File: config.mk
export PLATFORM = sky130hd
export DESIGN_NAME = addsub_serial
export DESIGN_NICKNAME = d
export VERILOG_FILES = /design/src/rtl/addsub_serial.sv
export SDC_FILE = /design/constraint.sdc
export NUM_CORES = 1
export LEC_CHECK = 0
export ABC_AREA = 1
export CORE_MARGIN = 5
export CORE_UTILIZATION = 55
export DETAILED_ROUTE_END_ITERATION = 12
export GPL_TIMING_DRIVEN = 0
export PLACE_DENSITY = 0.88
export SLEW_MARGIN = 25
export SYNTH_ARGS = -nofsm -noshare
export SYNTH_HDL_FRONTEND = slang
export SYNTH_SLANG_ARGS = --single-unit
File: constraint.sdc
create_clock -name CLK -period 2.37 [get_ports CLK]
set_input_delay 0.474 -clock CLK [delete_from_list [all_inputs] [get_ports CLK]]
set_output_delay 0.474 -clock CLK [all_outputs]
set_load 0.01 [all_outputs]
File: src/rtl/addsub_serial.sv
// Bit-serial adder/subtractor: one full adder resolves one bit per clock, LSB first.
// START/BUSY/DONE handshake; SUM and flags are registered and held between operations.
module fa (
    input  logic i_a,
    input  logic i_b,
    input  logic i_c,
    output logic o_sum,
    output logic o_carry
);
    assign o_sum   = i_a ^ i_b ^ i_c;
    assign o_carry = (i_a & i_b) | (i_c & (i_a ^ i_b));
endmodule

module addsub_serial #(
    parameter int WIDTH = 8
) (
    input  logic             CLK,
    input  logic             RST,
    input  logic             START,
    input  logic             SUB,
    input  logic [WIDTH-1:0] A,
    input  logic [WIDTH-1:0] B,
    output logic             BUSY,
    output logic             DONE,
    output logic [WIDTH-1:0] SUM,
    output logic             CARRY,
    output logic             OVERFLOW,
    output logic             ZERO
);
    localparam int CW = $clog2(WIDTH);
    localparam logic [CW-1:0] LAST = CW'(WIDTH - 1);
    localparam logic [CW-1:0] PEN  = CW'(WIDTH - 2);

    // Encoding chosen so BUSY and DONE are bits of the state register.
    typedef enum logic [1:0] {
        S_IDLE = 2'b00,
        S_RUN  = 2'b01,
        S_FIN  = 2'b10
    } state_t;

    state_t r_state;
    state_t w_state_nxt;

    logic [WIDTH-1:0] r_opa;
    logic [WIDTH-1:0] r_opb;
    logic [WIDTH-1:0] r_res;
    logic [CW-1:0]    r_cnt;
    logic             r_c;
    logic             r_cin_msb;
    logic [WIDTH-1:0] r_sum;
    logic             r_carry;
    logic             r_ovf;
    logic             r_zero;

    logic             w_s;
    logic             w_co;
    logic             w_load;
    logic             w_run;
    logic             w_last;
    logic [WIDTH-1:0] w_res_nxt;

    fa u_fa (
        .i_a     (r_opa[0]),
        .i_b     (r_opb[0]),
        .i_c     (r_c),
        .o_sum   (w_s),
        .o_carry (w_co)
    );

    assign w_run     = (r_state == S_RUN);
    assign w_load    = START && ((r_state == S_IDLE) || (r_state == S_FIN));
    assign w_last    = w_run && (r_cnt == LAST);
    assign w_res_nxt = {w_s, r_res[WIDTH-1:1]};

    always_ff @(posedge CLK) begin
        if (RST) begin
            r_state <= S_IDLE;
        end else begin
            r_state <= w_state_nxt;
        end
    end

    always_comb begin
        w_state_nxt = r_state;
        unique case (r_state)
            S_IDLE: if (START) w_state_nxt = S_RUN;
            S_RUN:  if (r_cnt == LAST) w_state_nxt = S_FIN;
            S_FIN:  w_state_nxt = START ? S_RUN : S_IDLE;
            default: w_state_nxt = S_IDLE;
        endcase
    end

    always_ff @(posedge CLK) begin
        if (RST) begin
            r_opa     <= '0;
            r_opb     <= '0;
            r_res     <= '0;
            r_cnt     <= '0;
            r_c       <= 1'b0;
            r_cin_msb <= 1'b0;
            r_sum     <= '0;
            r_carry   <= 1'b0;
            r_ovf     <= 1'b0;
            r_zero    <= 1'b1;
        end else if (w_load) begin
            // Subtraction is A + ~B + 1: invert B and seed the carry with 1.
            r_opa     <= A;
            r_opb     <= SUB ? ~B : B;
            r_c       <= SUB;
            r_cnt     <= '0;
            r_res     <= '0;
            r_cin_msb <= 1'b0;
        end else if (w_run) begin
            r_opa <= r_opa >> 1;
            r_opb <= r_opb >> 1;
            r_res <= w_res_nxt;
            r_c   <= w_co;
            r_cnt <= r_cnt + CW'(1);
            if (r_cnt == PEN) begin
                r_cin_msb <= w_co;
            end
            if (w_last) begin
                r_sum   <= w_res_nxt;
                r_carry <= w_co;
                r_ovf   <= r_cin_msb ^ w_co;
                r_zero  <= (w_res_nxt == '0);
            end
        end
    end

    assign BUSY     = r_state[0];
    assign DONE     = r_state[1];
    assign SUM      = r_sum;
    assign CARRY    = r_carry;
    assign OVERFLOW = r_ovf;
    assign ZERO     = r_zero;
endmodule

Yosys cells after proc, flatten, opt, wreduce, memory -nomap -nowiden
Cells that the tools add are included.
- add/subtract/negate cells: 1
- multiply operators: 0
- divide/modulo/power cells: 0
- order comparisons: 0
- eq/ne operators: 6
- shifts and indexed selects: 0
- muxes and demuxes: 11
- bitwise operators: 8
- reduce and logical (&&, ||, !) cells: 10
- operators by type and width (kind ; number):
    8-bit two-way mux ; 5
    8-bit logical NOT ; 1
    8-bit inverter ; 1
    3-bit equality test, second input constant ; 2
    2-bit one-hot mux with 3 select lines ; 1
    2-bit two-way mux ; 2
    2-bit AND reduction ; 2
    3-bit by 1-bit adder with 3-bit output, second input constant ; 1
    1-bit two-way mux ; 3
    3-bit AND reduction ; 1
    1-bit bitwise XOR ; 3
    1-bit AND ; 2
    2-bit by 1-bit equality test with 1-bit output, second input constant ; 1
    2-bit equality test, second input constant ; 1
    1-bit logical AND ; 2
    2-bit logical NOT ; 1
    2-bit by 1-bit != test with 1-bit output, second input constant ; 1
    2-bit != test, second input constant ; 1
    2-bit nonzero test ; 1
    2-bit OR reduction ; 1
    1-bit logical OR ; 1
    1-bit inverter ; 1
    1-bit OR ; 1
- register bits: 42
- latch bits: 0
- RAM bits: 0
- bits in read-only memories: 0
- bits of input ports: 20
- output and inout port bits: 13
- logic and storage cells: 47
- memories: 0

Logic depth before layout (Yosys ltp)
- word-level depth: 5
- depth in mapped cells: 8
- gate-level depth less buffers: 8

Cells and area by module
Synthesis repeated with hierarchy kept, for this count alone.
- cell total of the unflattened synthesis: 274
- area total of the unflattened synthesis: 1925.6 um^2
- by module, submodules not included (module ; instances ; cells each ; area each (um^2) ; sequential area each (um^2)):
    addsub_serial ; 1 ; 273 ; 1905.6 ; 820.8
    fa ; 1 ; 1 ; 20.0 ; 0.0

Least setup slack after synthesis
No wires, ideal clock.
- kind: register to register
- start point: register r_cnt[1]
- end point: register r_zero (netlist: ZERO)
- library setup time: 0.115 ns
- arrival time: 1.169 ns
- required time: 2.255 ns
- slack: 1.086 ns
- cell stages (with the launch flop): 9
- path buffers: 1
- period minus slack after synthesis: 1.284 ns
- path through: dfxtp_1 > ha_1 > ha_1 > inv_1 > nor2_8 > inv_2 > buf_6 > a21oi_1 > nand2_1
- longest elaborated chain between the ends: 3
- ends and longest elaborated chain (element ; line ; RTL):
    start: declaration ; 47 ; logic [CW-1:0] r_cnt;
    start signal: assignment ; 118 ; r_cnt <= r_cnt + CW'(1);
    3-bit equality test ; 72 ; assign w_last = w_run && (r_cnt == LAST);
    1-bit logical AND ; 72 ;
    3-bit AND reduction (no line) ; n/a ;
    end signal: assignment ; 126 ; r_zero <= (w_res_nxt == '0);
    end: declaration ; 53 ; logic r_zero;
Every way passes these cells.
A chain may end at the register's enable or synchronous reset.

Final worst setup path
- start point: register r_state[0]
- end point: output port BUSY
- RTL lines (element ; line ; RTL):
    start: declaration ; 41 ; state_t r_state;
    start signal: assignment ; 79 ; r_state <= w_state_nxt;
    end: declaration ; 23 ; output logic BUSY,
No word-level cell between the ends.

==> qor.yml <==
ys_seq_area_share_pct: 44.4
fin_ws_ns: 0.484
cp_cell_sequence: "clkdlybuf4s50_1"
finish.instance_area_um2: 2320
yosysTopAreaCellShare_pct: 44.4
synth_top_area_cell: "dfxtp_1"
power.density_nw_per_um2: 657
dp_slack_ns: 0.533
met3WireLength_um: 220
fillCellCount: 270
cp.arrival_ns: 1.41
vdd_ir_drop_max_mv: 0.390
cts_root_buffer: "clkbuf_4"
hpwlAfterDp_mm: 2.99
ios: 33
drive_gt1_share_pct: 9.28
path_clk_slew_ns: 0.12
clkLatencyLatePin_ns: 0.36
place_area_um2: 2220
grt_overflow: 0
first_global_vias: 1568
drtIter0Drc: 142
wl_met2_mm: 2.04
final_hold_viol_count: 0
grt_pass1_wl_mm: 6.79
drtPass1Iterations: 4
rsz0062_at_grt: "false"
crit_family: "buffers and inverters"
track_usage_pct: 19.5
tightest_slew_ns: 0.468
synth_area_um2: 1850
finalSetupViolCount: 0
syn_inst: 252
critical_path_class: "flop to primary output"
worstPathMaxFanout: 5
die-area_um2: 4620
die_h_um: 68.0
wirelength_mm: 4.11
fmax_ghz: 0.530
max_stage_delay_ns: 0.59
synth.area.top_cells: "dfxtp_1 44%, nand2_1 9.7%, o21ai_0 8.9%, nor2_1 6.3%, a21oi_1 5.1%"
worstPathRequired_ns: 1.90
holdBufCountCts: 0
setup_tns_ns: 0
antenna_cells: 0
cts_setup_buffers: 0
path_buf_inv: 1
antenna_found_initial: 0
seq_area_um2: 821
drc: 0
synth.distinct_cells: 21
crit_path_end_kind: "primary output"
fin_nets: 314
rrSetupSlack_ns: 0.95
cts_tree: "done"
via_count: 1723
ys_ff_latch: 41
hold_path.class: "input port to flop"
cap_viol_max_count: 0
skew_ns: 0.0111
num_rows: 21
maxSlewViolCount: 0
synth_area_per_cell_um2: 7.34
numClockSinks: 41
ant_nets: 0
maxUsedRoutingLayer: "met4"
cts_buffers: 5
die_w_um: 68.0
drt-met1-wl_mm: 1.76
leakage_uw: 0.00106
routedWlPerCell_um: 12.2
multi_input_area_um2: 842
routabilityCongestion: 0.820
finalPower_uw: 1520
critical_path.slowest_cell: "clkdlybuf4s50_1"
status: "finished clean"
clockBufferDepth: 2
cts_htree_levels: 2
fin_crit_ns: 1.89
period_share_pct: 79.6
area_growth_pct: 25.4
viasPerCell: 5.11
start_util_pct: 56.3
cts_resized: 0
relSlewSlack_pct: 68.7
start_kind: "flop"
portBuffers: 31
syn-num-nets: 276
grt_max_degree: 14
synth_warnings: 0
fp.coreArea_um2: 3280
## routing by layer
| layer | vias to the layer above | GRT usage (%) |
|---|---|---|
| li1 | 886 | - |
| met1 | 780 | 22.4 |
| met4 | 0 | 8.44 |
| met3 | 9 | 4.93 |
| met2 | 48 | 34.1 |
| met5 | - | 0 |
## cell usage in the layout (no fill, tap or decap), drive strengths merged
master | synthesis | final
xor2 | 1 | 1
nand2 | 51 | 51
bufinv | 0 | 2
nor2 | 33 | 33
a21oi | 19 | 19
dfxtp | 41 | 41
or2 | 2 | 2
nand3 | 14 | 14
clkbuf | 3 | 8
nor3 | 13 | 13
fa | 1 | 1
buf | 8 | 8
o21ai | 33 | 33
ha | 3 | 3
clkdlybuf4s50 | 0 | 31
inv | 29 | 29
clkinv | 0 | 1
nand4 | 1 | 1
## Yosys cell counts
cell type / n
nor2_1: 31
inv_1: 25
clkbuf_1: 3
buf_2: 3
o21ai_0: 33
or2_2: 2
nand2_4: 3
xor2_1: 1
nand3_1: 14
a21oi_1: 19
buf_6: 4
nor2_4: 1
fa_1: 1
inv_2: 4
ha_1: 3
nand2_1: 48
dfxtp_1: 41
nand4_1: 1
nor2_8: 1
nor3_1: 13
buf_4: 1
## through the flow
step	cells	hold WS [ns]	utilization (%)
after floorplan	252	0.436	-
after global placement	329	0.447	67.5
after detailed placement	329	0.452	67.5
after CTS	337	0.392	70.7
after global routing	337	0.411	70.7
final	337	0.402	70.7
## area by class of cell
| cell class | count | share of cell area [%] |
|---|---|---|
| tap | 46 | 2.48 |
| multi-input combinational | 171 | 36.3 |
| clock buffer | 5 | 1.62 |
| buffer | 11 | 3.40 |
| timing repair buffer | 31 | 13.4 |
| inverter | 29 | 4.69 |
| sequential | 41 | 35.4 |
| clock inverter | 3 | 2.80 |
## final timing paths
kind | depth (start not counted) | start | endpoint
max | 1 | r_state[0]$_SDFFE_PP0P_ | BUSY
min | 2 | RST | SUM[2]$_SDFFE_PP0P_
max reg2reg | 8 | r_cnt[1]$_SDFFE_PP0P_ | OVERFLOW$_SDFFE_PP0P_
min reg2reg | 2 | SUM[2]$_SDFFE_PP0P_ | SUM[2]$_SDFFE_PP0P_
## power by group
group | internal, uW | total [uW] | leakage (uW) | switching [uW]
combinational | 94.6 | 219 | 0.000670 | 124
clock | 327 | 556 | 0.0000552 | 229
sequential | 726 | 750 | 0.000335 | 23.6
total | 1150 | 1520 | 0.00106 | 377
## flip-flops by register name (all words and copies together), names as in the netlist
register	count
r_c	1
OVERFLOW	1
r_state	2
r_res	7
r_opa	8
SUM	8
CARRY	1
ZERO	1
r_cin_msb	1
r_opb	8
r_cnt	3
## logic make-up (layout without fill, tap and decap cells)
logic type,after synthesis,count (layout),synth area share [%]
and+or+nand+nor,114,114,27.9
AOI/OAI and AO/OA,52,52,14.1
DFF,41,41,44.4
buffers and inverters,40,79,10.1
adders and majority gates,4,4,3.11
xor gates and xnor gates,1,1,0.473
(Power assumes the default switching activity.)
